File: src/rtl/iobuf_ctrl_pkg.sv
// Shared types and helpers for the IOBUF vector sequencing controller.
package iobuf_ctrl_pkg;

  typedef enum logic [2:0] {
    IDLE,
    TURN,
    DRIVE,
    CAPTURE,
    RESP
  } iobuf_ctrl_state_t;

  typedef enum logic {
    RD = 1'b0,
    WR = 1'b1
  } iobuf_dir_t;

  function automatic int max3(input int a, input int b, input int c);
    int m;
    m = (a > b) ? a : b;
    return (m > c) ? m : c;
  endfunction

endpackage

File: src/rtl/iobuf_ctrl_arb2.sv
// Two-requester round-robin arbiter; the pointer remembers who was served last.
module iobuf_ctrl_arb2 (
  input  logic       CLK,
  input  logic       nRST,
  input  logic [1:0] valid,
  input  logic       advance,
  output logic [1:0] grant
);

  logic last_one;  // 1 when requester 1 was served most recently

  // NOTE: every always_comb output gets a default first so no path leaves it unassigned (no latch).
  always_comb begin
    grant = 2'b00;
    case (valid)
      2'b01:   grant = 2'b01;
      2'b10:   grant = 2'b10;
      2'b11:   grant = last_one ? 2'b01 : 2'b10;
      default: grant = 2'b00;
    endcase
  end

  // NOTE: sequential state uses non-blocking assignments so all flops update together at the edge.
  always_ff @(posedge CLK or negedge nRST) begin
    if (!nRST) begin
      last_one <= 1'b1;
    end else if (advance) begin
      last_one <= grant[1];
    end
  end

endmodule

File: src/rtl/iobuf_vec_ctrl.sv
// Arbitrates read/write commands from two requesters onto one tristate pin vector,
// inserting released-bus turnaround cycles whenever the bus direction changes.
module iobuf_vec_ctrl
  import iobuf_ctrl_pkg::*;
#(
  parameter int IOVEC_WIDTH   = 8,
  parameter int TURNAROUND    = 1,
  parameter int HOLD_CYCLES   = 1,
  parameter int SAMPLE_CYCLES = 2
) (
  input  logic                   CLK,
  input  logic                   nRST,
  input  logic [1:0]             cmd_valid,
  output logic [1:0]             cmd_ready,
  input  logic [1:0]             cmd_write,
  input  logic [IOVEC_WIDTH-1:0] cmd_data0,
  input  logic [IOVEC_WIDTH-1:0] cmd_data1,
  output logic [1:0]             rsp_valid,
  output logic [IOVEC_WIDTH-1:0] rsp_data,
  output logic [IOVEC_WIDTH-1:0] pins_I,
  output logic                   pins_T,
  input  logic [IOVEC_WIDTH-1:0] pins_O
);

  localparam int CNT_MAX = max3(TURNAROUND, HOLD_CYCLES, SAMPLE_CYCLES);
  localparam int CNT_W   = $clog2(CNT_MAX + 1);

  localparam logic [CNT_W-1:0] TURN_LAST   = CNT_W'(TURNAROUND - 1);
  localparam logic [CNT_W-1:0] HOLD_LAST   = CNT_W'(HOLD_CYCLES - 1);
  localparam logic [CNT_W-1:0] SAMPLE_LAST = CNT_W'(SAMPLE_CYCLES - 1);

  iobuf_ctrl_state_t      state, state_next;
  logic [CNT_W-1:0]       cnt;
  logic [1:0]             grant;
  logic                   hs;
  logic                   sel;
  iobuf_dir_t             sel_dir;
  logic [IOVEC_WIDTH-1:0] sel_data;
  logic                   id_q;
  iobuf_dir_t             dir_q;
  iobuf_dir_t             last_dir;
  logic [IOVEC_WIDTH-1:0] data_q;
  logic [IOVEC_WIDTH-1:0] rd_q;
  logic                   capture_last;

  iobuf_ctrl_arb2 u_arb (
    .CLK     (CLK),
    .nRST    (nRST),
    .valid   (cmd_valid),
    .advance (hs),
    .grant   (grant)
  );

  assign cmd_ready    = (state == IDLE) ? grant : 2'b00;
  assign hs           = |(cmd_valid & cmd_ready);
  assign sel          = grant[1];
  assign sel_dir      = iobuf_dir_t'(cmd_write[sel]);
  assign sel_data     = sel ? cmd_data1 : cmd_data0;
  assign capture_last = (state == CAPTURE) && (cnt == SAMPLE_LAST);

  always_comb begin
    state_next = state;
    case (state)
      IDLE: begin
        if (hs) begin
          if (sel_dir != last_dir) state_next = TURN;
          else                     state_next = (sel_dir == WR) ? DRIVE : CAPTURE;
        end
      end
      TURN:    if (cnt == TURN_LAST) state_next = (dir_q == WR) ? DRIVE : CAPTURE;
      DRIVE:   if (cnt == HOLD_LAST) state_next = RESP;
      CAPTURE: if (cnt == SAMPLE_LAST) state_next = RESP;
      RESP:    state_next = IDLE;
      default: state_next = IDLE;
    endcase
  end

  always_ff @(posedge CLK or negedge nRST) begin
    if (!nRST) begin
      state    <= IDLE;
      cnt      <= '0;
      id_q     <= 1'b0;
      dir_q    <= RD;
      last_dir <= RD;
      data_q   <= '0;
      rd_q     <= '0;
      pins_I   <= '0;
    end else begin
      state <= state_next;
      // Each timed state exits on its last count, so the counter restarts instead of wrapping.
      if (state_next != state || state == IDLE) cnt <= '0;
      else                                      cnt <= cnt + CNT_W'(1);
      if (hs) begin
        id_q   <= sel;
        dir_q  <= sel_dir;
        data_q <= sel_data;
      end
      // Load the pad data on DRIVE entry; coming straight from IDLE the latch is not yet valid.
      if (state_next == DRIVE && state != DRIVE) pins_I <= (state == IDLE) ? sel_data : data_q;
      if (state == DRIVE)   last_dir <= WR;
      if (state == CAPTURE) last_dir <= RD;
      if (capture_last)     rd_q <= pins_O;
    end
  end

  assign pins_T    = (state != DRIVE);
  assign rsp_valid = (state == RESP) ? (id_q ? 2'b10 : 2'b01) : 2'b00;
  assign rsp_data  = (state == RESP && dir_q == RD) ? rd_q : '0;

endmodule

File: config.mk
export PLATFORM = sky130hd
export DESIGN_NAME = iobuf_vec_ctrl
export DESIGN_NICKNAME = d
export VERILOG_FILES = /design/src/rtl/iobuf_ctrl_pkg.sv /design/src/rtl/iobuf_ctrl_arb2.sv /design/src/rtl/iobuf_vec_ctrl.sv
export SDC_FILE = /design/constraint.sdc
export NUM_CORES = 1
export LEC_CHECK = 0
export ABC_CLOCK_PERIOD_IN_PS = 4700
export CORE_MARGIN = 5
export CORE_UTILIZATION = 50
export DETAILED_ROUTE_END_ITERATION = 10
export PLACE_DENSITY_LB_ADDON = 0.08
export REMOVE_ABC_BUFFERS = 1
export SYNTH_ARGS = -nofsm -noshare
export SYNTH_HDL_FRONTEND = slang
export SYNTH_SLANG_ARGS = --single-unit
export TNS_END_PERCENT = 100
File: constraint.sdc
create_clock -name CLK -period 4.7 [get_ports CLK]
set_input_delay 0.705 -clock CLK [delete_from_list [all_inputs] [get_ports CLK]]
set_output_delay 0.705 -clock CLK [all_outputs]
set_load 0.03 [all_outputs]
# [Word level (Yosys, flattened, before mapping)]
# Index checks and enable logic that the tools add are counted.
[word_totals] regBits=33 in_bits=30 out_inout_bits=21 wordCells=54
[classes] n_addsub=1 order_cmp=1 eq_ne=12 n_mux=21 bitwise=2 n_reduce_logical=8
[ops] op="two-way mux 8 bit" n=3
[ops] op="two-way mux 2 bit" n=6
[ops] op="two-way mux 3 bit" n=4
[ops] op="case mux 3 bit (4 select lines)" n=1
[ops] op="equality test 3 x 2 -> 1 bit (second input constant)" n=3
[ops] op="two-way mux 1 bit" n=6
[ops] op="case mux 2 bit (3 select lines)" n=1
[ops] op="equality test 2 x 1 -> 1 bit (second input constant)" n=2
[ops] op="equality test 2 bit (second input constant)" n=2
[ops] op="equality test 3 x 1 -> 1 bit (second input constant)" n=1
[ops] op="equality test 3 bit (second input constant)" n=1
[ops] op="logical AND 1 bit" n=3
[ops] op="logical NOT 3 bit" n=1
[ops] op="inequality test 3 x 2 -> 1 bit (second input constant)" n=1
[ops] op="inequality test 3 bit" n=1
[ops] op="adder 2 x 1 -> 2 bit (second input constant)" n=1
[ops] op="bitwise AND 2 bit" n=1
[ops] op="logical NOT 2 bit" n=1
[ops] op="< comparator 1 x 2 -> 1 bit (second input constant)" n=1
[ops] op="nonzero test 2 bit" n=1
[ops] op="OR reduction 2 bit" n=1
[ops] op="logical OR 1 bit" n=1
[ops] op="inequality test 1 bit" n=1
[ops] op="inverter 1 bit" n=1

# [Longest topological paths before layout]
[depth] ltp_word=11 depth_mapped=8 depth_no_buf=6

# [Modules after synthesis]
# A second synthesis with hierarchy kept.
[unflattened] hier_cells=166 area_unflattened_um2=1701.6
[modules_own_cells] mod="iobuf_vec_ctrl" instances=1 cells_each=161 area_each_um2=1637.8 seq_area_each_um2=800.8
[modules_own_cells] mod="iobuf_ctrl_arb2" instances=1 cells_each=5 area_each_um2=63.8 seq_area_each_um2=26.3

# [Worst setup path before layout]
# OpenSTA, ideal clock, no wires.
[synth_timing] kind="input to register" startpoint="in cmd_valid[1]" endpoint="reg pins_I[0]" setup_ps=125 arrival_time_ps=2599 t_required_ps=4575 path_slack_ps=1976 stages=8 n_path_buf=2 path_cell_list="a21boi_0 > buf_2 > mux2_2 > ha_1 > nor3b_1 > o221a_1 > buf_6 > mux2_4"
[synth_via] elab_chain_len=10 elab_cells_between_ends=18 cone_classes="eq/ne (5); mux (10); bitwise (1); reduce/logical (2)"
[synth_rtl] item="start, declared" line="iobuf_vec_ctrl.sv:13" text="input logic [1:0] cmd_valid,"
[synth_rtl] item="equality test 2 bit or equality test 2 x 1 -> 1 bit (tied branches)" line="iobuf_ctrl_arb2.sv:15" text="case (valid)"
[synth_rtl] item="case mux 2 bit (3 select lines) (*)" line="iobuf_ctrl_arb2.sv:15"
[synth_rtl] item="two-way mux 1 bit (implied by the code) (*) (2 in series)" line="iobuf_vec_ctrl.sv:57" text="assign sel_dir = iobuf_dir_t'(cmd_write[sel]);"
[synth_rtl] item="net sel_dir" line="iobuf_vec_ctrl.sv:37" text="iobuf_dir_t sel_dir;"
[synth_rtl] item="two-way mux 1 bit or inequality test 1 bit (tied branches)" line="iobuf_vec_ctrl.sv:67, iobuf_vec_ctrl.sv:66"
[synth_rtl] item="two-way mux 2 bit (*)" line="iobuf_vec_ctrl.sv:66" text="if (sel_dir != last_dir) state_next = TURN;"
[synth_rtl] item="two-way mux 3 bit (*)" line="iobuf_vec_ctrl.sv:65" text="if (hs) begin"
[synth_rtl] item="case mux 3 bit (4 select lines) (*)" line="iobuf_vec_ctrl.sv:63" text="case (state)"
[synth_rtl] item="equality test 3 x 2 -> 1 bit (*)" line="iobuf_vec_ctrl.sv:99" text="if (state_next == DRIVE && state != DRIVE) pins_I <= (state == IDLE) ? sel_data : data_q;"
[synth_rtl] item="logical AND 1 bit (*)" line="iobuf_vec_ctrl.sv:99"
[synth_rtl] item="end signal, assigned" line="iobuf_vec_ctrl.sv:99"
[synth_rtl] item="end, declared" line="iobuf_vec_ctrl.sv:20" text="output logic [IOVEC_WIDTH-1:0] pins_I,"
# Mark *: on every way through the listed nets, which the timed path passes. The rest lies on a longest branch. The select of a mux whose other input is x is not followed.
# A chain may end at the register's enable or synchronous reset.

# [Worst setup path in the final report]
[layout_timing] startpoint="reg state[2]" endpoint="out rsp_data[4]"
[layout_via] elab_chain_len=3
[layout_rtl] item="start, declared" line="iobuf_vec_ctrl.sv:32" text="iobuf_ctrl_state_t state, state_next;"
[layout_rtl] item="start signal, assigned" line="iobuf_vec_ctrl.sv:89" text="state <= state_next;"
[layout_rtl] item="equality test 3 bit" line="iobuf_vec_ctrl.sv:108" text="assign rsp_data = (state == RESP && dir_q == RD) ? rd_q : '0;"
[layout_rtl] item="logical AND 1 bit" line="iobuf_vec_ctrl.sv:108"
[layout_rtl] item="two-way mux 8 bit" line="iobuf_vec_ctrl.sv:108"
[layout_rtl] item="end, declared" line="iobuf_vec_ctrl.sv:19" text="output logic [IOVEC_WIDTH-1:0] rsp_data,"
# Every way passes these cells.

==> flow_metrics.env <==
export IMPL_outcome="finished clean"
export IMPL_critPathArrivalTime_ns=2.64
export IMPL_drive_above_1_share=0.164
export IMPL_clk_pin_slew_ns=0.11
export IMPL_avgRoutedWirePerCell_um=15.0
export IMPL_rsz0062_at_grt="no"
export IMPL_cp_max_fo=8
export IMPL_p_total_mw=1.59
export IMPL_die_height_um=68.0
export IMPL_cts_tree="yes"
export IMPL_die_w_um=68.0
export IMPL_global_route_usage_met2=0.326
export IMPL_grt_pass1_vias=1504
export IMPL_synth_area_leaders="dfrtp_1 48%, mux2_4 8.0%, mux2_2 6.7%"
export IMPL_drtPass1Iterations=4
export IMPL_grt_pass1_wl_mm=6.50
export IMPL_reg2reg_depth=7
export IMPL_start_kind="flop"
export IMPL_cp_data_required_time_ns=3.99
export IMPL_startpoint="state[2]$_DFF_PN0_"
export IMPL_synth_area_um2=1680
export IMPL_routabilityCongestion=0.813
export IMPL_peakVddDrop_v=0.000415
export IMPL_clock_sinks=33
export IMPL_synth_edf_count=0
export IMPL_clock_path_buffers=2
export IMPL_first_iter_violations=45
export IMPL_num_vias=1291
export IMPL_ant_nets=0
export IMPL_fin_crit_ns=3.34
export IMPL_yosysUniqueCellTypes=31
export IMPL_cp_slowest_cell="clkdlybuf4s50_1"
export IMPL_die_area_um2=4620
export IMPL_setup_tns_ns=0
export IMPL_powerDensity_nw_per_um2=687
export IMPL_p_leak_nw=1.00
export IMPL_clock_power_share=0.173
export IMPL_nets=239
export IMPL_yosys_area_top_type="dfrtp_1"
export IMPL_hold_viol_final=0
export IMPL_clk_latency_ns=0.36
export IMPL_synth_commonest_cells="32 x dfrtp_1, 15 x nand2_1, 14 x nor2_1, 11 x a21oi_1, 10 x mux2_2"
export IMPL_ios=51
export IMPL_row_count=21
export IMPL_worstMarginPinSlew_ns=0.775
export IMPL_yosysMostFrequentCell="dfrtp_1"
export IMPL_grt_max_degree=34
export IMPL_hold_path_depth=2
export IMPL_async_reset_ff_frac=1.00
export IMPL_setup_worst_path_class="flop to output pin"
export IMPL_hold_buffers=0
export IMPL_synth_top_area_share=0.477
export IMPL_ys_flop_type="dfrtp_1"
export IMPL_min_path_type="flop to flop"
export IMPL_max_stage_delay_ns=0.67
export IMPL_seqPwrFrac=0.338
export IMPL_syn_inst=154
export IMPL_grtUsageMet3=0.0558
export IMPL_final_setup_viol_count=0
export IMPL_diodes=0
export IMPL_core_um2=3280
export IMPL_ys_seq_elements=33
export IMPL_r2r_start="u_arb.last_one$_DFFE_PN1P_"
export IMPL_fin_skew_ns=0.00811
export IMPL_slew_headroom=0.482
export IMPL_syn_area_per_cell_um2=10.9
export IMPL_overflow=0
export IMPL_viasPerCell=5.10
export IMPL_hpwl_mm=2.75
export IMPL_drc=0
export IMPL_netSwitchingPower_uw=609
export IMPL_min_delay_start="data_q[3]$_DFFE_PN0P_"
export IMPL_htree_levels=2
export IMPL_final_period_utilization=0.711
export IMPL_start_util=0.511
export IMPL_cts_made_buffers=5
export IMPL_syn_to_final_growth_pct=37.6
export IMPL_path_cells="inv_1 -> or3_1 -> nor2_1 -> and2_1 -> clkdlybuf4s50_1"
export IMPL_fmax_ghz=0.299
export IMPL_p_comb_frac=0.489
export IMPL_grt_usage=0.193
export IMPL_yosys_warnings=0
export IMPL_cts_root_buf="clkbuf_4"
export IMPL_switching_share=0.384
export IMPL_intPower_uw=978
export IMPL_finalWirelength_mm=3.79
export IMPL_io_buffers=50
export IMPL_worstSetupEndpointType="output pin"
export IMPL_drv_cap=0
export IMPL_cts_resized_gates=0
export IMPL_busiest_layer="met2"
export IMPL_antenna_found_initial=0
export IMPL_slew_violations=0
export IMPL_use_met1=0.208
export IMPL_cts_setup_buffers=0
export IMPL_ys_seq_area_frac=0.493
[power groups by stage]
stage	Combinational (mW)	Clock [mW]	Sequential, mW
2_1_floorplan	0.484	0	0.583
3_3_place_gp	0.752	0	0.530
3_5_place_dp	0.786	0	0.538
4_1_cts	0.788	0.275	0.535
5_1_grt	0.858	0.286	0.558
6_report	0.777	0.275	0.536
[metal layers]
layer | wire [um] | vias to the layer above
met1 | 1560 | 615
met5 | 0 | -
met4 | 115 | 0
met3 | 210 | 10
met2 | 1900 | 36
li1 | - | 630
[sequential cells by signal, indices dropped and copies added, names as in the netlist]
signal and count:
last_dir 1, state 3, dir_q 1, pins_I 8, id_q 1, cnt 2
rd_q 8, data_q 8, u_arb.last_one 1
[through the flow]
step	utilization	cell area, um2	setup WS, ns	hold slack (ns)	instances
6_report	0.704	2310	1.36	0.495	253
5_1_grt	0.704	2310	1.14	0.529	253
4_1_cts	0.704	2310	1.33	0.491	253
3_5_place_dp	0.672	2210	1.02	0.472	245
3_3_place_gp	0.672	2210	1.18	0.453	245
2_1_floorplan	-	1640	1.13	0.409	147
[layout by cell type (no fill, tap or decap), types with 2 or more instances in the layout]
cell,count
buf_4,2
and2_1,9
o21ai_0,9
inv_1,7
nand2_1,15
ha_1,3
a21oi_1,11
nor2_1,14
mux2_4,9
mux2_2,10
clkdlybuf4s50_1,50
o21bai_1,2
dfrtp_1,32
mux2i_1,8
nor3_1,2
bufinv_16,2
nor3b_1,2
clkbuf_4,5
[cell families (layout without fill, tap and decap cells)]
| family | after synthesis | in the layout | synth area share |
|---|---|---|---|
| and+or+nand+nor | 48 | 48 | 0.142 |
| DFF | 33 | 33 | 0.493 |
| AOI/OAI and AO/OA | 29 | 29 | 0.106 |
| muxes | 27 | 27 | 0.195 |
| buffers and inverters | 14 | 67 | 0.0417 |
| adders and majority gates | 3 | 3 | 0.0224 |
[final timing paths]
| kind | slack [ns] | endpoint |
|---|---|---|
| worst max-delay path | 1.36 | rsp_data[4] |
| worst min-delay path | 0.49 | data_q[3]$_DFFE_PN0P_ |
| worst max register to register | 1.97 | pins_I[4]$_DFFE_PN0P_ |
| worst min register to register | 0.49 | data_q[3]$_DFFE_PN0P_ |
| max in group asynchronous | 3.63 | u_arb.last_one$_DFFE_PN1P_ |
| min in group asynchronous | 0.74 | rd_q[7]$_DFFE_PN0P_ |
[final cells by class]
type	instances	area, um2
clock buffers	5	37.5
clock inverters	3	65.1
fillers	273	973
inverters	7	26.3
multi-input cells	107	782
flip-flops and latches	33	827
well taps	46	57.6
repair buffers	52	515
[worst max-delay path, delay by kind of cell, from the launching register on]
| kind | cells | cell delay, ns |
|---|---|---|
| buffers and inverters | 2 | 0.79 |
| and+or+nand+nor | 3 | 0.97 |
| DFF | 1 | 0.52 |
Power figures use the tool's default switching activity.
